`config.mk`:
```
export PLATFORM = sky130hd
export DESIGN_NAME = seq_multiplier
export DESIGN_NICKNAME = d
export VERILOG_FILES = /design/src/rtl/mult_pkg.sv /design/src/rtl/mult_step.sv /design/src/rtl/seq_multiplier.sv
export SDC_FILE = /design/constraint.sdc
export NUM_CORES = 1
export LEC_CHECK = 0
export BUFFER_PORTS_ARGS = -buffer_cell sky130_fd_sc_hd__buf_2
export CAP_MARGIN = 15
export CORE_ASPECT_RATIO = 0.75
export CORE_MARGIN = 4
export CORE_UTILIZATION = 40
export DETAILED_ROUTE_END_ITERATION = 10
export HOLD_SLACK_MARGIN = 0.12
export SLEW_MARGIN = 40
export SYNTH_ARGS = -nofsm -noshare
export SYNTH_HDL_FRONTEND = slang
export SYNTH_SLANG_ARGS = --single-unit
```
`constraint.sdc`:
```
create_clock -name clk -period 4.26 [get_ports clk]
set_input_delay 0.852 -clock clk [delete_from_list [all_inputs] [get_ports clk]]
set_output_delay 0.852 -clock clk [all_outputs]
set_load 0.02 [all_outputs]
```
`src/rtl/mult_pkg.sv`:
```
// Shared definitions for the sequential multiplier and the blocks that track its timing.
//   - FSM state encoding (2 bits)
//   - mult_latency(): edges from the accept edge until hi/lo and done become valid.
package mult_pkg;

  localparam logic [1:0] StIdle = 2'd0;
  localparam logic [1:0] StRun  = 2'd1;
  localparam logic [1:0] StFix  = 2'd2;

  // One RUN cycle per UNROLL multiplier bits, plus the FIX (sign/load) cycle.
  function automatic int unsigned mult_latency(input int unsigned width,
                                               input int unsigned unroll);
    return width / unroll + 1;
  endfunction

endpackage

```
`src/rtl/mult_step.sv`:
```
// One cycle of shift-add multiplication: adds up to UNROLL shifted copies of the multiplicand
// into the accumulator, one per set bit of the multiplier slice. Purely combinational.
// Ports:
//   acc      - current 2*WIDTH accumulator
//   mcand    - multiplicand, already aligned to this cycle's bit position
//   mbits    - the UNROLL low multiplier bits retired this cycle
//   acc_next - accumulator after this cycle's partial products
module mult_step #(
  parameter int unsigned WIDTH  = 32,
  parameter int unsigned UNROLL = 1
) (
  input  logic [2*WIDTH-1:0] acc,
  input  logic [2*WIDTH-1:0] mcand,
  input  logic [UNROLL-1:0]  mbits,
  output logic [2*WIDTH-1:0] acc_next
);

  always_comb begin
    acc_next = acc;
    for (int i = 0; i < UNROLL; i++) begin
      if (mbits[i]) begin
        acc_next = acc_next + (mcand << i);
      end
    end
  end

endmodule

```
`src/rtl/seq_multiplier.sv`:
```
// Iterative signed/unsigned multiplier retiring UNROLL multiplier bits per cycle.
// Operates on magnitudes and fixes the sign in a final cycle.
// Ports:
//   clk        - clock, all state on rising edge
//   reset      - synchronous active-low reset
//   start_mult - request a multiply of srca*srcb (accepted only when idle)
//   mult_sign  - 1: two's-complement operands, 0: unsigned; sampled with start_mult
//   flush      - kill the in-flight operation (or a same-cycle request)
//   srca, srcb - multiplicand / multiplier, sampled only on the accept edge
//   hi, lo     - upper / lower half of the last completed product
//   busy       - operation in flight (RUN or FIX)
//   done       - one-cycle pulse when hi/lo update
module seq_multiplier
  import mult_pkg::*;
#(
  parameter int unsigned WIDTH  = 32,
  parameter int unsigned UNROLL = 1
) (
  input  logic             clk,
  input  logic             reset,
  input  logic             start_mult,
  input  logic             mult_sign,
  input  logic             flush,
  input  logic [WIDTH-1:0] srca,
  input  logic [WIDTH-1:0] srcb,
  output logic [WIDTH-1:0] hi,
  output logic [WIDTH-1:0] lo,
  output logic             busy,
  output logic             done
);

  localparam int unsigned Steps = mult_latency(WIDTH, UNROLL) - 1;
  localparam int unsigned CntW  = $clog2(Steps + 1);

  if (WIDTH < 8 || WIDTH > 64 || (WIDTH % 2) != 0 ||
      (UNROLL != 1 && UNROLL != 2 && UNROLL != 4) || (WIDTH % UNROLL) != 0) begin : g_bad_params
    $error("seq_multiplier: illegal WIDTH/UNROLL combination");
  end

  logic [1:0]         state_q, state_d;
  logic [CntW-1:0]    cnt_q, cnt_d;
  logic [2*WIDTH-1:0] mcand_q, mcand_d;
  logic [WIDTH-1:0]   mplier_q, mplier_d;
  logic [2*WIDTH-1:0] acc_q, acc_d;
  logic               neg_q, neg_d;
  logic [WIDTH-1:0]   hi_q, hi_d;
  logic [WIDTH-1:0]   lo_q, lo_d;
  logic               done_q, done_d;

  logic [WIDTH-1:0]   mag_a, mag_b;
  logic [2*WIDTH-1:0] acc_step;

  // Unsigned negation also yields the right magnitude for the most-negative value.
  assign mag_a = (mult_sign && srca[WIDTH-1]) ? -srca : srca;
  assign mag_b = (mult_sign && srcb[WIDTH-1]) ? -srcb : srcb;

  mult_step #(
    .WIDTH  (WIDTH),
    .UNROLL (UNROLL)
  ) u_step (
    .acc      (acc_q),
    .mcand    (mcand_q),
    .mbits    (mplier_q[UNROLL-1:0]),
    .acc_next (acc_step)
  );

  always_comb begin
    state_d  = state_q;
    cnt_d    = cnt_q;
    mcand_d  = mcand_q;
    mplier_d = mplier_q;
    acc_d    = acc_q;
    neg_d    = neg_q;
    hi_d     = hi_q;
    lo_d     = lo_q;
    done_d   = 1'b0;
    unique case (state_q)
      StIdle: begin
        if (start_mult && !flush) begin
          state_d  = StRun;
          mcand_d  = {{WIDTH{1'b0}}, mag_a};
          mplier_d = mag_b;
          neg_d    = mult_sign & (srca[WIDTH-1] ^ srcb[WIDTH-1]);
          cnt_d    = CntW'(Steps);
          acc_d    = '0;
        end
      end
      StRun: begin
        if (flush) begin
          state_d = StIdle;
        end else begin
          acc_d    = acc_step;
          mcand_d  = mcand_q << UNROLL;
          mplier_d = mplier_q >> UNROLL;
          cnt_d    = cnt_q - CntW'(1);
          if (cnt_q == CntW'(1)) begin
            state_d = StFix;
          end
        end
      end
      StFix: begin
        state_d = StIdle;
        if (!flush) begin
          {hi_d, lo_d} = neg_q ? -acc_q : acc_q;
          done_d       = 1'b1;
        end
      end
      default: state_d = StIdle;
    endcase
  end

  always_ff @(posedge clk) begin
    if (!reset) begin
      state_q  <= StIdle;
      cnt_q    <= '0;
      mcand_q  <= '0;
      mplier_q <= '0;
      acc_q    <= '0;
      neg_q    <= 1'b0;
      hi_q     <= '0;
      lo_q     <= '0;
      done_q   <= 1'b0;
    end else begin
      state_q  <= state_d;
      cnt_q    <= cnt_d;
      mcand_q  <= mcand_d;
      mplier_q <= mplier_d;
      acc_q    <= acc_d;
      neg_q    <= neg_d;
      hi_q     <= hi_d;
      lo_q     <= lo_d;
      done_q   <= done_d;
    end
  end

  assign hi   = hi_q;
  assign lo   = lo_q;
  assign done = done_q;
  assign busy = (state_q == StRun) || (state_q == StFix);

endmodule

```
==> flow_summary.ini <==
[run]
cap_violations = 0

[yosys]
synth_edf_count = 0
synth_top_area_frac = 0.309
synthCells = 1978
synthArstFlopShare = 0
yosys_warnings = 0
synth_area_um2 = 15200
synthTopCellsByArea = dfxtp_1 31%, nand2_1 9.1%, xor2_1 6.4%
syn_nets = 2119
ys_seq_area_frac = 0.309
ys_types = 65
synth_seq_cells = 234
netlist.top_cell.by_area = dfxtp_1
avgSynthCellArea_um2 = 7.67
synth_ff_type = dfxtp_1

[setup_path]
cpPeakStageDelay_ps = 540
cp_slowest_cell = o31ai_1
worst_path_dominant_cell_family = compound AO/OA/AOI/OAI gates
path_buf_inv = 1
crit_chain = ha_1, inv_1, fa_1, nor2b_1, o21ai_0, a21oi_1, o21ai_0, nand2_1, a41oi_1, o31ai_1, a21oi_1, o31ai_1, xnor2_1, o21ai_0
required_ps = 4680
timing.rr.start = acc_q[0]
worstPathArrival_ps = 4090
crit_path_start = acc_q[0]
worst_path_most_repeated_cell = o21ai_0
crit_path_max_fanout = 7
start_kind = register
path_class = register to register
end_kind = register

[status]
status = finished, final reports clean

[clocking]
cts.clk_slew.worst_paths_ps = 60
cts-root-buf = clkbuf_16
numCtsBuffers = 26
ctsHoldBuffers = 0
cts_resized = 0
postCtsSetupBuffers = 0
cts_tree = done
clockBufferDepth = 3
h-tree-depth = 1
worstSkewPairLatency_ps = 560
clock_sinks = 234

[final_layout]
final_common_cell = nand2_1
final_area_um2 = 17200
antenna_cells = 0
utilization = 0.461
layout_common_cells = 366 x nand2_1, 233 x dfxtp_1, 154 x o21ai_0
nets = 2176
drive_gt1_frac = 0.111
area_growth_pct = 13.2

[global_route]
grt_pass1_wl_mm = 70.4
grt_start_max_net_pins = 140
grt_usage = 0.208
overflow = 0
antenna_found_initial = 3
grt_pass1_vias = 12900

[place]
port_buffers = 134
place.gp.congestion = 0.959
dp_hpwl_mm = 33.4
place_area_um2 = 16200

[floorplan]
initial_utilization = 0.407
dieArea_um2 = 41100
die_w_um = 233
ios = 135
dieHeight_um = 177
fp-row-count = 61
core-area_um2 = 37200

[sta]
period_minus_slack_ps = 3660
finalCritPeriodShare = 0.860
setup_viol = 0
worstMarginPinSlew_ps = 750
clock.fmax_mhz = 273
finalHoldViolations = 0
finalMaxSlewViolations = 0
slew_headroom = 0.500
clock_skew_ps = 28.8
tns_ps = 0
rsz0062_at_grt = false

[detailed_routing]
wl_per_cell_um = 17.2
vias_per_cell = 5.56
top_layer_used = met5
met2WireLength_mm = 16.7
drc_errors = 0
wl_met3_mm = 3.77
drt.antenna.violating_nets = 0
dr.pass1.iters = 9
vias = 14200
wl_met1_mm = 23.1
initialDrtViolationCount = 1199
wirelength_mm = 44.1

[worst_hold_path]
hold_start = mplier_q[26]
hold_class = register to register

[power_and_ir_drop]
powerDensity_nw_per_um2 = 307
power.total_mw = 5.27
ir_drop_uv = 228
p_leak_nw = 7.43
## sequential cells by signal, indices dropped and copies added (netlist names)
signal	flops
done	1
lo	32
mcand_q	64
acc_q	64
hi	32
mplier_q	32
cnt_q	6
neg_q	1
state_q	2
## routing by layer
layer  up-vias  global-route usage
met4         2              0.0324
met1      6571               0.337
met2       460               0.282
li1       7133                   -
met3        48              0.0421
met5         -                   0
## power breakdown
group          switching (mW)  internal (mW)
sequential             0.0520           2.24
combinational           0.349          0.203
clock                   0.940           1.48
## kinds of logic after synthesis
group | share of synthesized area
and+or+nand+nor | 0.217
muxes | 0.00140
DFF | 0.309
xor gates and xnor gates | 0.105
adders and majority gates | 0.0599
buffers and inverters | 0.0384
AOI/OAI and AO/OA | 0.269
## layout make-up
| type | count | area [um^2] |
|---|---|---|
| Clock buffer | 36 | 759 |
| Clock inverter | 10 | 158 |
| Fill cell | 3702 | 20100 |
| Inverter | 27 | 101 |
| Multi-Input combinational cell | 1589 | 9920 |
| Sequential cell | 234 | 4690 |
| Tap cell | 504 | 631 |
| Timing Repair Buffer | 157 | 910 |
## path summary, 6_finish.rpt
path                                      to  slack (ps)  cells past startpoint
worst min register to register  mplier_q[26]         460                      2
worst max register to register     acc_q[60]         600                     14
worst max-delay path               acc_q[60]         600                     14
worst min-delay path            mplier_q[26]         460                      2
## through the flow
step	hold WS (ps)	setup slack, ps	std cells
detailed placement	458	636	2511
global placement	451	717	2508
floorplan	444	1070	1978
CTS	466	595	2557
finish	462	596	2557
global route	493	185	2557
## cell usage after synthesis, drive strengths merged, types with 24 or more instances
| library cell | count |
|---|---|
| o21ai | 159 |
| o211ai | 38 |
| a21o | 28 |
| o211a | 46 |
| a21oi | 123 |
| a22oi | 24 |
| xnor2 | 72 |
| nor2 | 96 |
| dfxtp | 234 |
| clkbuf | 116 |
| nand3 | 63 |
| xor2 | 110 |
| a21boi | 93 |
| ha | 71 |
| nor3 | 28 |
| inv | 27 |
| nor2b | 34 |
| o31ai | 27 |
| nand4 | 30 |
| nand2 | 366 |
## worst register-to-register path, cell delays in order, from the launching register on
cell	delay, ps
dfxtp_1	450
ha_1	230
inv_1	60
fa_1	400
nor2b_1	170
o21ai_0	130
a21oi_1	280
o21ai_0	130
nand2_1	100
a41oi_1	270
o31ai_1	550
a21oi_1	210
o31ai_1	340
xnor2_1	150
o21ai_0	90
Power figures use the tool's default switching activity.
